**src/rtl/skolem_sweep_ctrl.sv**
```systemverilog
// skolem_sweep_ctrl: exhaustive input sweep of a Skolem block with latency-aligned verdict checking
module skolem_sweep_ctrl #(
  parameter int N_IN  = 6,
  parameter int N_OUT = 10,
  parameter int LAT   = 0
) (
  input  logic             clk,
  input  logic             rst,
  input  logic             start,
  input  logic             pause,
  output logic [N_IN-1:0]  x_out,
  output logic             x_valid,
  input  logic [N_OUT-1:0] y_in,
  input  logic             spec_ok,
  output logic             busy,
  output logic             done,
  output logic             pass,
  output logic [N_IN:0]    fail_count,
  output logic             first_fail_vld,
  output logic [N_IN-1:0]  first_fail_x,
  output logic [N_OUT-1:0] first_fail_y
);
  typedef enum logic [1:0] {IDLE = 2'd0, RUN = 2'd1, DRAIN = 2'd2, DONE = 2'd3} state_t;
  localparam logic [N_IN-1:0] LAST = '1;
  state_t state, state_n;
  logic [N_IN-1:0] cnt;
  logic [N_IN-1:0] ret_x;
  logic ret_v, pend, pass_r;
  assign x_out   = cnt;
  assign x_valid = state == RUN && !pause;
  assign busy    = state == RUN || state == DRAIN;
  assign done    = state == DONE;
  assign pass    = done ? fail_count == '0 : pass_r;
  always_comb begin
    state_n = state;
    state_n = state == IDLE  ? (start ? RUN : IDLE) :
              state == RUN   ? ((x_valid && cnt == LAST) ? (LAT == 0 ? DONE : DRAIN) : RUN) :
              state == DRAIN ? (pend ? DRAIN : DONE) : IDLE;
  end
  always_ff @(posedge clk) begin
    if (rst) state <= IDLE;
    else state <= state_n;
  end
  // Issue counter parks on the last vector so a sweep never wraps into a second pass
  always_ff @(posedge clk) begin
    if (rst) begin
      cnt            <= '0;
      fail_count     <= '0;
      first_fail_vld <= 1'b0;
      first_fail_x   <= '0;
      first_fail_y   <= '0;
      pass_r         <= 1'b0;
    end else if (state == IDLE && start) begin
      cnt            <= '0;
      fail_count     <= '0;
      first_fail_vld <= 1'b0;
      first_fail_x   <= '0;
      first_fail_y   <= '0;
      pass_r         <= 1'b0;
    end else begin
      if (x_valid && cnt != LAST) cnt <= cnt + 1'b1;
      if (ret_v && !spec_ok) begin
        fail_count <= fail_count + 1'b1;
        if (!first_fail_vld) begin
          first_fail_vld <= 1'b1;
          first_fail_x   <= ret_x;
          first_fail_y   <= y_in;
        end
      end
      if (done) pass_r <= fail_count == '0;
    end
  end
  // Stage k of the check pipe holds the vector issued k cycles ago; stage LAT retires
  if (LAT == 0) begin : g_comb
    assign ret_v = x_valid;
    assign ret_x = x_out;
    assign pend  = 1'b0;
  end else begin : g_pipe
    logic [LAT-1:0]  sv;
    logic [N_IN-1:0] sx [LAT];
    always_ff @(posedge clk) begin
      if (rst) sv <= '0;
      else begin
        sv[0] <= x_valid;
        for (int i = 1; i < LAT; i++) sv[i] <= sv[i-1];
      end
      sx[0] <= x_out;
      for (int i = 1; i < LAT; i++) sx[i] <= sx[i-1];
    end
    always_comb begin
      pend = 1'b0;
      for (int i = 0; i < LAT - 1; i++) pend = pend | sv[i];
    end
    assign ret_v = sv[LAT-1];
    assign ret_x = sx[LAT-1];
  end
endmodule

```
**config.mk**
```make
export PLATFORM = sky130hd
export DESIGN_NAME = skolem_sweep_ctrl
export DESIGN_NICKNAME = d
export VERILOG_FILES = /design/src/rtl/skolem_sweep_ctrl.sv
export SDC_FILE = /design/constraint.sdc
export NUM_CORES = 1
export LEC_CHECK = 0
export ABC_CLOCK_PERIOD_IN_PS = 1900
export CORE_MARGIN = 2
export CORE_UTILIZATION = 40
export CTS_CLUSTER_SIZE = 8
export DETAILED_ROUTE_END_ITERATION = 10
export GPL_ROUTABILITY_DRIVEN = 1
export PLACE_DENSITY = 0.86
export SYNTH_ARGS = -nofsm -noshare
export SYNTH_HDL_FRONTEND = slang
export SYNTH_SLANG_ARGS = --single-unit
export TNS_END_PERCENT = 5
```
**constraint.sdc**
```tcl
create_clock -name clk -period 1.9 [get_ports clk]
set_input_delay 0.285 -clock clk [delete_from_list [all_inputs] [get_ports clk]]
set_output_delay 0.285 -clock clk [all_outputs]
set_load 0.1 [all_outputs]
```
Yosys cells after proc, flatten, opt, wreduce, memory -nomap -nowiden

Index checks and enable logic that the tools add are counted.

Register bits: 33
Bits of input ports: 15
Output and inout bits: 34
Logic and storage cells: 33

Add/subtract/negate cells: 2
Equal/unequal tests: 5
Multiplexer cells: 6
Bitwise gates (word level): 1
Reduce and logical (&&, ||, !) cells: 12

Operator list:

| cell                | count |
|---|---|
| $mux 2              | 4 |
| $add 7x1->7 const B | 1 |
| $logic_not 7->1     | 1 |
| $add 6x1->6 const B | 1 |
| $eq 6x6->1 const B  | 1 |
| $ne 6x6->1 const B  | 1 |
| $logic_and 1x1->1   | 5 |
| $eq 2x2->1 const B  | 2 |
| $eq 2x1->1 const B  | 1 |
| $logic_not 1->1     | 2 |
| $logic_not 2->1     | 1 |
| $mux 1              | 2 |
| $reduce_and 2->1    | 1 |
| $reduce_or 2->1     | 1 |
| $logic_or 1x1->1    | 1 |
| $not 1->1           | 1 |

Longest topological paths before layout

Gate-level depths: netlist of run 1.

Word-level depth: 6
Mapped depth: 7
Gate-level depth less buffers: 5

Worst setup path after synthesis of run 1

Ideal clock, no wire load.

Path kind: flip-flop to output port
From: register state[0]
To: output port pass
Arrival: 2.059 ns
Data required time: 1.615 ns
Setup slack: -0.444 ns
Stages on the path, launching flop included: 4
Path buffers: 0
Cells stage by stage: dfxtp_1 ha_1 nand4b_1 nand2_1

Longest elaborated chain between the ends: 2

RTL lines:

| item                     | RTL line | text |
|---|---|---|
| start: declaration       | 25       | `state_t state, state_n;` |
| start signal: assignment | 42       | `else state <= state_n;` |
| $eq 2x2->1               | 32       | `assign done = state == DONE;` |
| named net done           | 16       | `output logic done,` |
| $mux 1                   | --       |  |
| end: declaration         | 17       | `output logic pass,` |

The timed path passes the listed nets, and every way through them passes these cells.

Final worst setup path of run 1

From: register state[1]
To: output port x_valid

Longest elaborated chain between the ends: 2

RTL lines:

| item              | RTL line | text |
|---|---|---|
| $eq 2x1->1        | 30       | `assign x_valid = state == RUN && !pause;` |
| $logic_and 1x1->1 | 30       |  |
| end: declaration  | 12       | `output logic x_valid,` |

No other way between the ends.

==> results by group, run 1 <==
Synth
  • Synthesized instance count: 170
  • Syn. warnings: 0
  • Syn nets: ~190
  • Mapped Avg Cell Area: ~8.5 um2
  • Ys async rst share: 0%
  • Sequential area share after synthesis: 45.87%
  • Netlist Area Pre-Place: 0.001440 mm2
  • Post-synth top area cell: dfxtp_1
  • Area contributors post-synth: dfxtp_1 46%, nand2_1 11%, a21oi_1 9.0%
  • Number of flops mapped to enable cells by yosys: 0
  • Main synth FF type: dfxtp_1
  • Synthesis-stage register bit count: 33
  • Post-synth top area share: 45.87%
  • Synth cell types: 35

Timing
  • Slew headroom: 70.91%
  • Skew final: 0.01227 ns
  • Slew Limit Fails: 0
  • Max Freq: 545.3 MHz
  • Final Setup Violations: 0
  • Min setup slack post-route: 0.06620 ns
  • Worst slew pin tran: 0.4305 ns
  • Tmin final: 1.834 ns
  • Final hold violations: 0
  • Final Cycle Share: 96.52%
  • Minimum hold slack: 0.4612 ns

GRT
  • First-pass GRT wire length: about 5.8 mm
  • Vias in the first global route: 1361
  • Largest net degree at the start of global routing: 21
  • Total gr overflow: 0
  • Global Route Usage Sum: 17.81%
  • Number of antenna violations at the first check in global routing: 0

Pwr
  • Leak: about 0.00082 uW
  • Maximum vdd drop: 0.2966 mV
  • Cell Pwr Density: 591.9 mW/mm2

Clock network
  • CTS tree: done
  • CTS Sinks: 33
  • Clock Tree Buf Depth: 2
  • Clk root buf: clkbuf_4
  • H-tree levels: 2
  • Skew-Pair Late Insertion Delay: 0.34 ns
  • Post-CTS setup buffer count: 0
  • Clk pin slew, worst setup/hold paths: 0.12 ns
  • CTS Buf Count: 5

Worst setup path
  • Worst Setup Start Kind: flop
  • Critical path cell sequence: inv_1, ha_2, buf_4, nor2b_2, buf_4, buf_12
  • Kind of critical path: flop to output port
  • Crit end category: output port
  • Max FO, Critical Path: 7
  • Critical path data arrival time: 1.55 ns
  • Critical Path RT: roughly 1.6 ns
  • Register-to-register setup slack: approximately 0.15 ns
  • Largest stage delay on the critical path: 0.37 ns
  • CP most frequent cell: buf_4
  • Reg-to-Reg Start: state[1]$_SDFF_PP0_
  • CP startpoint: state[1]$_SDFF_PP0_
  • Slowest-stage cell, CP: dfxtp_2

Final layout
  • Area growth syn-to-layout: 47.35%
  • Layout Utilization: 62.61%
  • Final nets: 249
  • Post-Layout Cell Count: 274
  • Layout cells sized above 1: 26.32%
  • ANT cells: 0

Floorplanning
  • Total core area: around 0.0034 mm2
  • Initial Util: a little over two fifths
  • Die area: 0.004096 mm2
  • Die Ht: roughly 64 um
  • DIE WIDTH: 64 um
  • Row Count: 21
  • Io pins: 49

Min path
  • Min-delay src: first_fail_x[4]$_SDFFE_PP0P_
  • Worst hold-check path type: flop to flop

Routing
  • Post-route DRC: 0
  • WL/cell: ~13 um
  • Pre-antenna DRT Iters: 4
  • Final WL: 3.464 mm
  • Via/cell ratio: 5.073
  • Drt initial violations: 82
  • Routed vias: around 1400
  • DRT antenna net count: 0

Job
  • Max-cap violations: 0

Placed design
  • Buffers added on ports: 48
  • RD Place Congestion: 0.8542
  • DP Wirelength: ~2.4 mm
  • Place WS: -0.01381 ns
  • Placed Cells: between 200 and 300

Run status
  • Status: finished clean
cells in the mapped netlist, drive strengths merged (2+ instances only):
cell and instances:
inv 6, clkbuf 7, and4 4, a21oi 26
nand3 4, nor3 4, dfxtp 33, o31ai 2
nor2 5, nand2 42, mux2i 3, or4 2
nand2b 2, ha 7, nor2b 2, and4b 2
worst max-delay path: cells and delay by family (launching register included):
kind                     cells  cell delay [ns]
flip-flops                   1             0.37
buffers and inverters        4             0.53
adder cells (fa/ha/maj)      1             0.17
AND/OR/NAND/NOR              1             0.15
layer usage:
metal | track usage (%) | part of all wire [%]
met1 | 19.71 | 42
met2 | 32.16 | 51
met3 | 4.930 | 6.3
met4 | 6.522 | 0.87
met5 | 0 | 0
final cells by class:
cell class,instances,area [um2]
fill,294,1267
multi-input combinational,123,739.5
clock inverter,3,17.52
tap,46,57.56
clock buffer,5,37.54
inverter,6,22.52
timing repair buffer,58,583.1
sequential,33,664.4
sequential cells by signal (all words and copies together), names as in the netlist:
| name | count |
|---|---|
| fail_count | 7 |
| first_fail_vld | 1 |
| first_fail_x | 6 |
| first_fail_y | 10 |
| pass_r | 1 |
| state | 2 |
| x_out | 6 |
placed cells by master, fill, tap and decap left out, drive strengths merged, types with 2 or more instances in the layout:
master / instances
a21oi: 26
o31ai: 2
clkinv: 2
nor3: 4
buf: 44
nand2b: 2
mux2i: 3
clkbuf: 5
and4b: 2
inv: 6
ha: 7
nand3: 4
clkdlybuf4s50: 14
nor2: 5
and4: 4
or4: 2
nor2b: 2
nand2: 42
dfxtp: 33
through the flow:
step,TNS [ns],instance area [um2],power [uW]
4_1_cts,0,2110,1268
6_report,0,2122,1256
5_1_grt,-0.005374,2122,1309
2_1_floorplan,-1.898,1445,807.6
3_5_place_dp,-0.01381,2053,878.0
3_3_place_gp,0,2053,876.0
path summary, 6_finish.rpt:
path	cells past startpoint	to
setup / recovery	6	x_valid
hold / removal	2	first_fail_x[4]$_SDFFE_PP0P_
setup reg to reg	5	fail_count[6]$_SDFFE_PP0P_
hold reg to reg	2	first_fail_x[4]$_SDFFE_PP0P_
kinds of logic (layout without fill, tap and decap cells):
family                   after synthesis  in the layout  share of synthesized area, %
multiplexers                           3              3                         2.085
AO/OA/AOI/OAI                         36             36                         14.51
flip-flops                            33             33                         45.87
XOR/XNOR                               1              1                        0.6083
buffers and inverters                 14             72                         3.736
AND/OR/NAND/NOR                       76             76                         27.11
adder cells (fa/ha/maj)                7              7                         6.081
where the power goes:
group | switching [uW] | internal [uW] | leakage (uW)
Sequential | 4.86 | 697 | 0.000268
Combinational | 95.5 | 65.2 | 0.000524
Clock | 254 | 139 | 0.0000310
timing repair:
item / CTS / global route
hold buffers: 0 / 0
resized for setup: 1 / 4
hold endpoints to repair: 0 / 0
setup endpoints to repair: 1 / 2
Power figures use the tool's default switching activity.
==> inputs of run 2 (changes only) <==
Settings changed: TNS_END_PERCENT 5 to 30.
==> results by group, run 2 (synthesis results as in run 1) <==
Clock network
  • Post-CTS setup buffer count: 0
  • Clock Tree Buf Depth: 2
  • CTS tree: done
  • H-tree levels: 2
  • Clk root buf: clkbuf_4
  • Clk pin slew, worst setup/hold paths: 0.10 ns
  • CTS Buf Count: 5
  • Skew-Pair Late Insertion Delay: 0.33 ns
  • CTS Sinks: 33

Routing
  • Pre-antenna DRT Iters: 4
  • M1 WL: 1.427 mm
  • Drt initial violations: 63
  • Highest Signal Layer: met4
  • Post-route DRC: 0
  • Final WL: 3.211 mm
  • WL/cell: around 12 um
  • DRT antenna net count: 0
  • Routed vias: 1405
  • Via/cell ratio: 5.109
  • Metal3 WL: roughly 200 um
  • Met2 routed WL: 1.530 mm

Pwr
  • Sequential power share: 50.0%
  • Maximum vdd drop: 0.4184 mV
  • Tot Pwr: 1404 uW
  • Leak: 0.0008437 uW
  • Switching share of power: 23.27%
  • Cell Pwr Density: 649.9 mW/mm2
  • Clock power frac: 38.6%
  • Logic pwr share: 11.5%
  • Pint: 1077 uW
  • Net switching power: around 330 uW

Floorplanning
  • Row Count: 21
  • Total core area: 0.003390 mm2
  • Initial Util: 42.49%
  • Io pins: 49
  • Die area: about 0.0041 mm2
  • Die Ht: 64 um
  • DIE WIDTH: 64 um

Final layout
  • Top flop regs: first_fail_y: 10 flops, fail_count: 7 flops
  • Max reg flops: 10
  • Final nets: 250
  • Layout cells sized above 1: between 20% and 30%
  • Area growth syn-to-layout: 50.04%
  • Largest Register: first_fail_y
  • ANT cells: 0
  • Commonest non-fill, non-tap cells in the layout: 42 x nand2_1, 35 x buf_4, 30 x dfxtp_1
  • Layout Utilization: 63.75%
  • Most common cell after layout, fill and taps aside: nand2_1

Timing
  • Max Freq: between 500 and 600 MHz
  • Setup_tns: 0 ns
  • Slew Limit Fails: 0
  • Skew final: about 0.0073 ns
  • Final Cycle Share: 94.02%
  • Min setup slack post-route: 0.1136 ns
  • Slew headroom: 67.93%
  • RSZ-0062 raised after global routing: false
  • Worst slew pin tran: ~0.47 ns
  • Final hold violations: 0
  • Final Setup Violations: 0
  • Tmin final: 1.786 ns

Worst setup path
  • Critical path data arrival time: 1.50 ns
  • Critical path cell sequence: inv_1, ha_1, buf_4, nor2b_2, buf_6, buf_12
  • Worst Setup Start Kind: flop
  • Buf/Inv on CP: 4
  • Critical path's top delay family: buffers and inverters
  • Critical Path RT: 1.62 ns
  • Slowest-stage cell, CP: dfxtp_2
  • Kind of critical path: flop to output port
  • Largest stage delay on the critical path: 0.35 ns
  • Crit end category: output port
  • Max FO, Critical Path: 7
  • Register-to-register setup slack: approximately 0.21 ns

GRT
  • Vias in the first global route: 1251
  • Total gr overflow: 0
  • Global Route Usage Sum: 16.57%
  • Largest net degree at the start of global routing: 17
  • Number of antenna violations at the first check in global routing: 0
  • First-pass GRT wire length: 5.395 mm

Placed design
  • RD Place Congestion: 0.7847
  • Place WS: 0.01130 ns
  • Buffers added on ports: 48
  • DP Wirelength: ~2.4 mm

Run status
  • Status: finished clean

Job
  • Max-cap violations: 0

Min path
  • Worst hold-check path type: flop to flop
-- run 2: changes by cell type in the layout (fill, tap and decap cells not counted) --
cell / before / now
bufinv_16: 0 / 1
clkinvlp_4: 1 / 0
ha_1: 5 / 6
clkbuf_8: 0 / 1
clkbuf_1: 0 / 1
ha_2: 2 / 1
clkinv_2: 2 / 0
buf_6: 0 / 1
-- run 2: area by class of cell --
class,count,area [um2]
fillers,300,1229
multi-input cells,123,737.0
flip-flops and latches,33,664.4
clock inverters,1,30.03
clock buffers,7,55.05
well taps,46,57.56
inverters,6,22.52
repair buffers,59,594.3
-- run 2: final timing paths --
kind / from / to / cells past startpoint
min: first_fail_x[2]$_SDFFE_PP0P_ / first_fail_x[2]$_SDFFE_PP0P_ / 2
min reg2reg: first_fail_x[2]$_SDFFE_PP0P_ / first_fail_x[2]$_SDFFE_PP0P_ / 2
max reg2reg: state[1]$_SDFF_PP0_ / fail_count[5]$_SDFFE_PP0P_ / 5
max: state[1]$_SDFF_PP0_ / x_valid / 6
-- run 2: worst reg2reg max path: stages (launching register included) --
cell     delay [ns]
dfxtp_2        0.34
inv_1          0.07
ha_1           0.15
or3b_1         0.40
or4_1          0.51
a21oi_1        0.17
-- run 2: through the flow --
step           instances  hold slack (ns)  area (um2)
2_1_floorplan        170           0.3574        1446
3_3_place_gp         267           0.4425        2062
3_5_place_dp         267           0.4480        2062
4_1_cts              275           0.4625        2147
5_1_grt              275           0.4710        2161
6_report             275           0.4578        2161
-- run 2: repair_timing --
item                                    in CTS  in global routing
endpoints found under the setup margin       0                  2
resized for setup                            0                  4
hold buffers                                 0                  0
-- run 2: per-layer routing --
metal / vias to the layer above / GRT usage (%)
met5: - / 0
met4: 0 / 5.978
met3: 6 / 5.634
met2: 41 / 27.34
met1: 648 / 19.89
li1: 710 / -
-- run 2: power groups by stage --
stage          clock network [uW]  logic (uW)  registers (uW)
5_1_grt                       587         171             703
3_5_place_dp                    0         161             718
6_report                      541         161             701
2_1_floorplan                   0        62.0             746
4_1_cts                       566         161             702
3_3_place_gp                    0         160             717
==> inputs of run 3 (changes only) <==
Settings changed: PLACE_DENSITY 0.86 to default, PLACE_DENSITY_LB_ADDON from default to 0.08.
==> results by group, run 3 (synthesis results as in run 1) <==
GRT
  • Total gr overflow: 0
  • Vias in the first global route: 1322
  • First-pass GRT wire length: 5.892 mm
  • Largest net degree at the start of global routing: 19
  • Number of antenna violations at the first check in global routing: 0
  • Global Route Usage Sum: 18.36%

Timing
  • Tmin final: 1.796 ns
  • Final hold violations: 0
  • Final Cycle Share: 94.54%
  • Minimum hold slack: 0.4615 ns
  • Worst slew pin tran: 0.4586 ns
  • Slew Limit Fails: 0
  • Skew final: about 0.008 ns
  • Slew headroom: a little under 70%
  • RSZ-0062 raised after global routing: false
  • Max Freq: 556.7 MHz
  • Setup_tns: 0 ns
  • Min setup slack post-route: 0.1038 ns
  • Final Setup Violations: 0

Worst setup path
  • Reg-to-Reg Start: state[1]$_SDFF_PP0_
  • Kind of critical path: flop to output port
  • Largest stage delay on the critical path: 0.34 ns
  • Critical path cell sequence: inv_1, ha_2, buf_4, nor2b_4, buf_4, buf_12
  • Max FO, Critical Path: 7
  • CP most frequent cell: buf_4
  • Crit end category: output port
  • Critical path data arrival time: 1.51 ns
  • Slowest-stage cell, CP: dfxtp_2
  • CP startpoint: state[1]$_SDFF_PP0_
  • Worst Setup Start Kind: flop
  • Critical Path RT: 1.62 ns

Floorplanning
  • Initial Util: approximately 42%
  • Row Count: 21
  • DIE WIDTH: around 64 um
  • Io pins: 49
  • Total core area: around 0.0034 mm2
  • Die area: 0.004096 mm2
  • Die Ht: 64 um

Placed design
  • Place WS: -0.03783 ns
  • RD Place Congestion: between 0.8 and 0.9
  • Buffers added on ports: 48
  • Placed Cells: 268
  • DP Wirelength: 2.681 mm

Clock network
  • Clock Tree Buf Depth: 2
  • Skew-Pair Late Insertion Delay: 0.33 ns
  • CTS Sinks: 33
  • Clk pin slew, worst setup/hold paths: approximately 0.11 ns
  • Post-CTS Hold Fix Bufs: 0
  • H-tree levels: 2
  • CTS Buf Count: 5
  • CTS tree: done
  • Clk root buf: clkbuf_4

Final layout
  • Layout cells sized above 1: between 20% and 30%
  • ANT cells: 0
  • Final nets: ~250
  • Max reg flops: 10
  • Commonest non-fill, non-tap cells in the layout: 42 x nand2_1, 38 x buf_4, 30 x dfxtp_1
  • Top flop regs: first_fail_y: 10 flops, fail_count: 7 flops
  • Area growth syn-to-layout: 48.83%
  • Most common cell after layout, fill and taps aside: nand2_1
  • Layout Utilization: a little over three fifths
  • Largest Register: first_fail_y
  • Post-Layout Cell Count: 277

Pwr
  • Cell Pwr Density: 582.5 mW/mm2
  • Leak: 0.0008389 uW
  • Maximum vdd drop: 0.3731 mV

Min path
  • Min-delay src: first_fail_y[9]$_SDFFE_PP0P_
  • Worst hold-check path type: flop to flop

Routing
  • Drt initial violations: 53
  • Routed vias: 1418
  • Via/cell ratio: slightly above 5
  • DRT antenna net count: 0
  • Metal3 WL: 215 um
  • Post-route DRC: 0
  • Highest Signal Layer: met4
  • WL/cell: 13.21 um
  • M1 WL: 1.593 mm
  • Met2 routed WL: 1.811 mm
  • Final WL: 3.660 mm
  • Pre-antenna DRT Iters: 4

Job
  • Max-cap violations: 0

Run status
  • Status: finished clean
==> run 3: cell types whose count changed in the layout (fill, tap and decap cells not counted) <==
cell,change
clkbuf_1,-1
clkinvlp_4,+1
buf_6,-1
clkbuf_8,-1
nor2b_2,-1
bufinv_16,-1
nor2b_4,+1
clkinv_2,+2
nor4_1,+1
ha_2,+1
nor4_2,-1
buf_4,+3
ha_1,-1
==> run 3: cell type report <==
cell class	count	area, um2
inverters	6	22.52
clock inverters	3	17.52
repair buffers	61	605.6
fillers	304	1246
clock buffers	5	37.54
multi-input cells	123	738.2
flip-flops and latches	33	664.4
well taps	46	57.56
==> run 3: through the flow <==
stage / total power [uW] / instance area (um2)
after floorplan: 807.5 / 1446
after global placement: 878.4 / 2069
after detailed placement: 881.6 / 2069
after CTS: 1259 / 2128
after global routing: 1318 / 2143
final: 1248 / 2143
==> run 3: critical path: cells and delay by family, from the launching register on <==
family        cells  cell delay, ns
flops             1            0.34
simple gates      1            0.16
fa+ha+maj         1            0.18
buf+inv           4            0.50
==> run 3: timing repair <==
action                     4_1_cts  5_1_grt
pin swaps                        0        0
setup endpoints to repair        1        1
cloned                           0        0
gates resized for setup          2        2
buffers inserted                 0        1
==> run 3: metal layers <==
metal,GRT usage (%),up-vias
met5,0,-
met4,5.163,0
met3,6.338,6
met2,32.16,46
met1,21.01,653
li1,-,713
==> run 3: power breakdown <==
| group | switching, uW | internal, uW |
|---|---|---|
| combinational | 97.6 | 68.9 |
| clock | 241 | 139 |
| sequential | 4.88 | 697 |
| total | 343 | 905 |
==> run 3: worst paths after layout <==
kind / to / slack (ns) / cells after the start
setup / recovery: x_valid / 0.10 / 6
hold / removal: first_fail_y[9]$_SDFFE_PP0P_ / 0.46 / 2
setup reg to reg: fail_count[6]$_SDFFE_PP0P_ / 0.15 / 5
hold reg to reg: first_fail_y[9]$_SDFFE_PP0P_ / 0.46 / 2
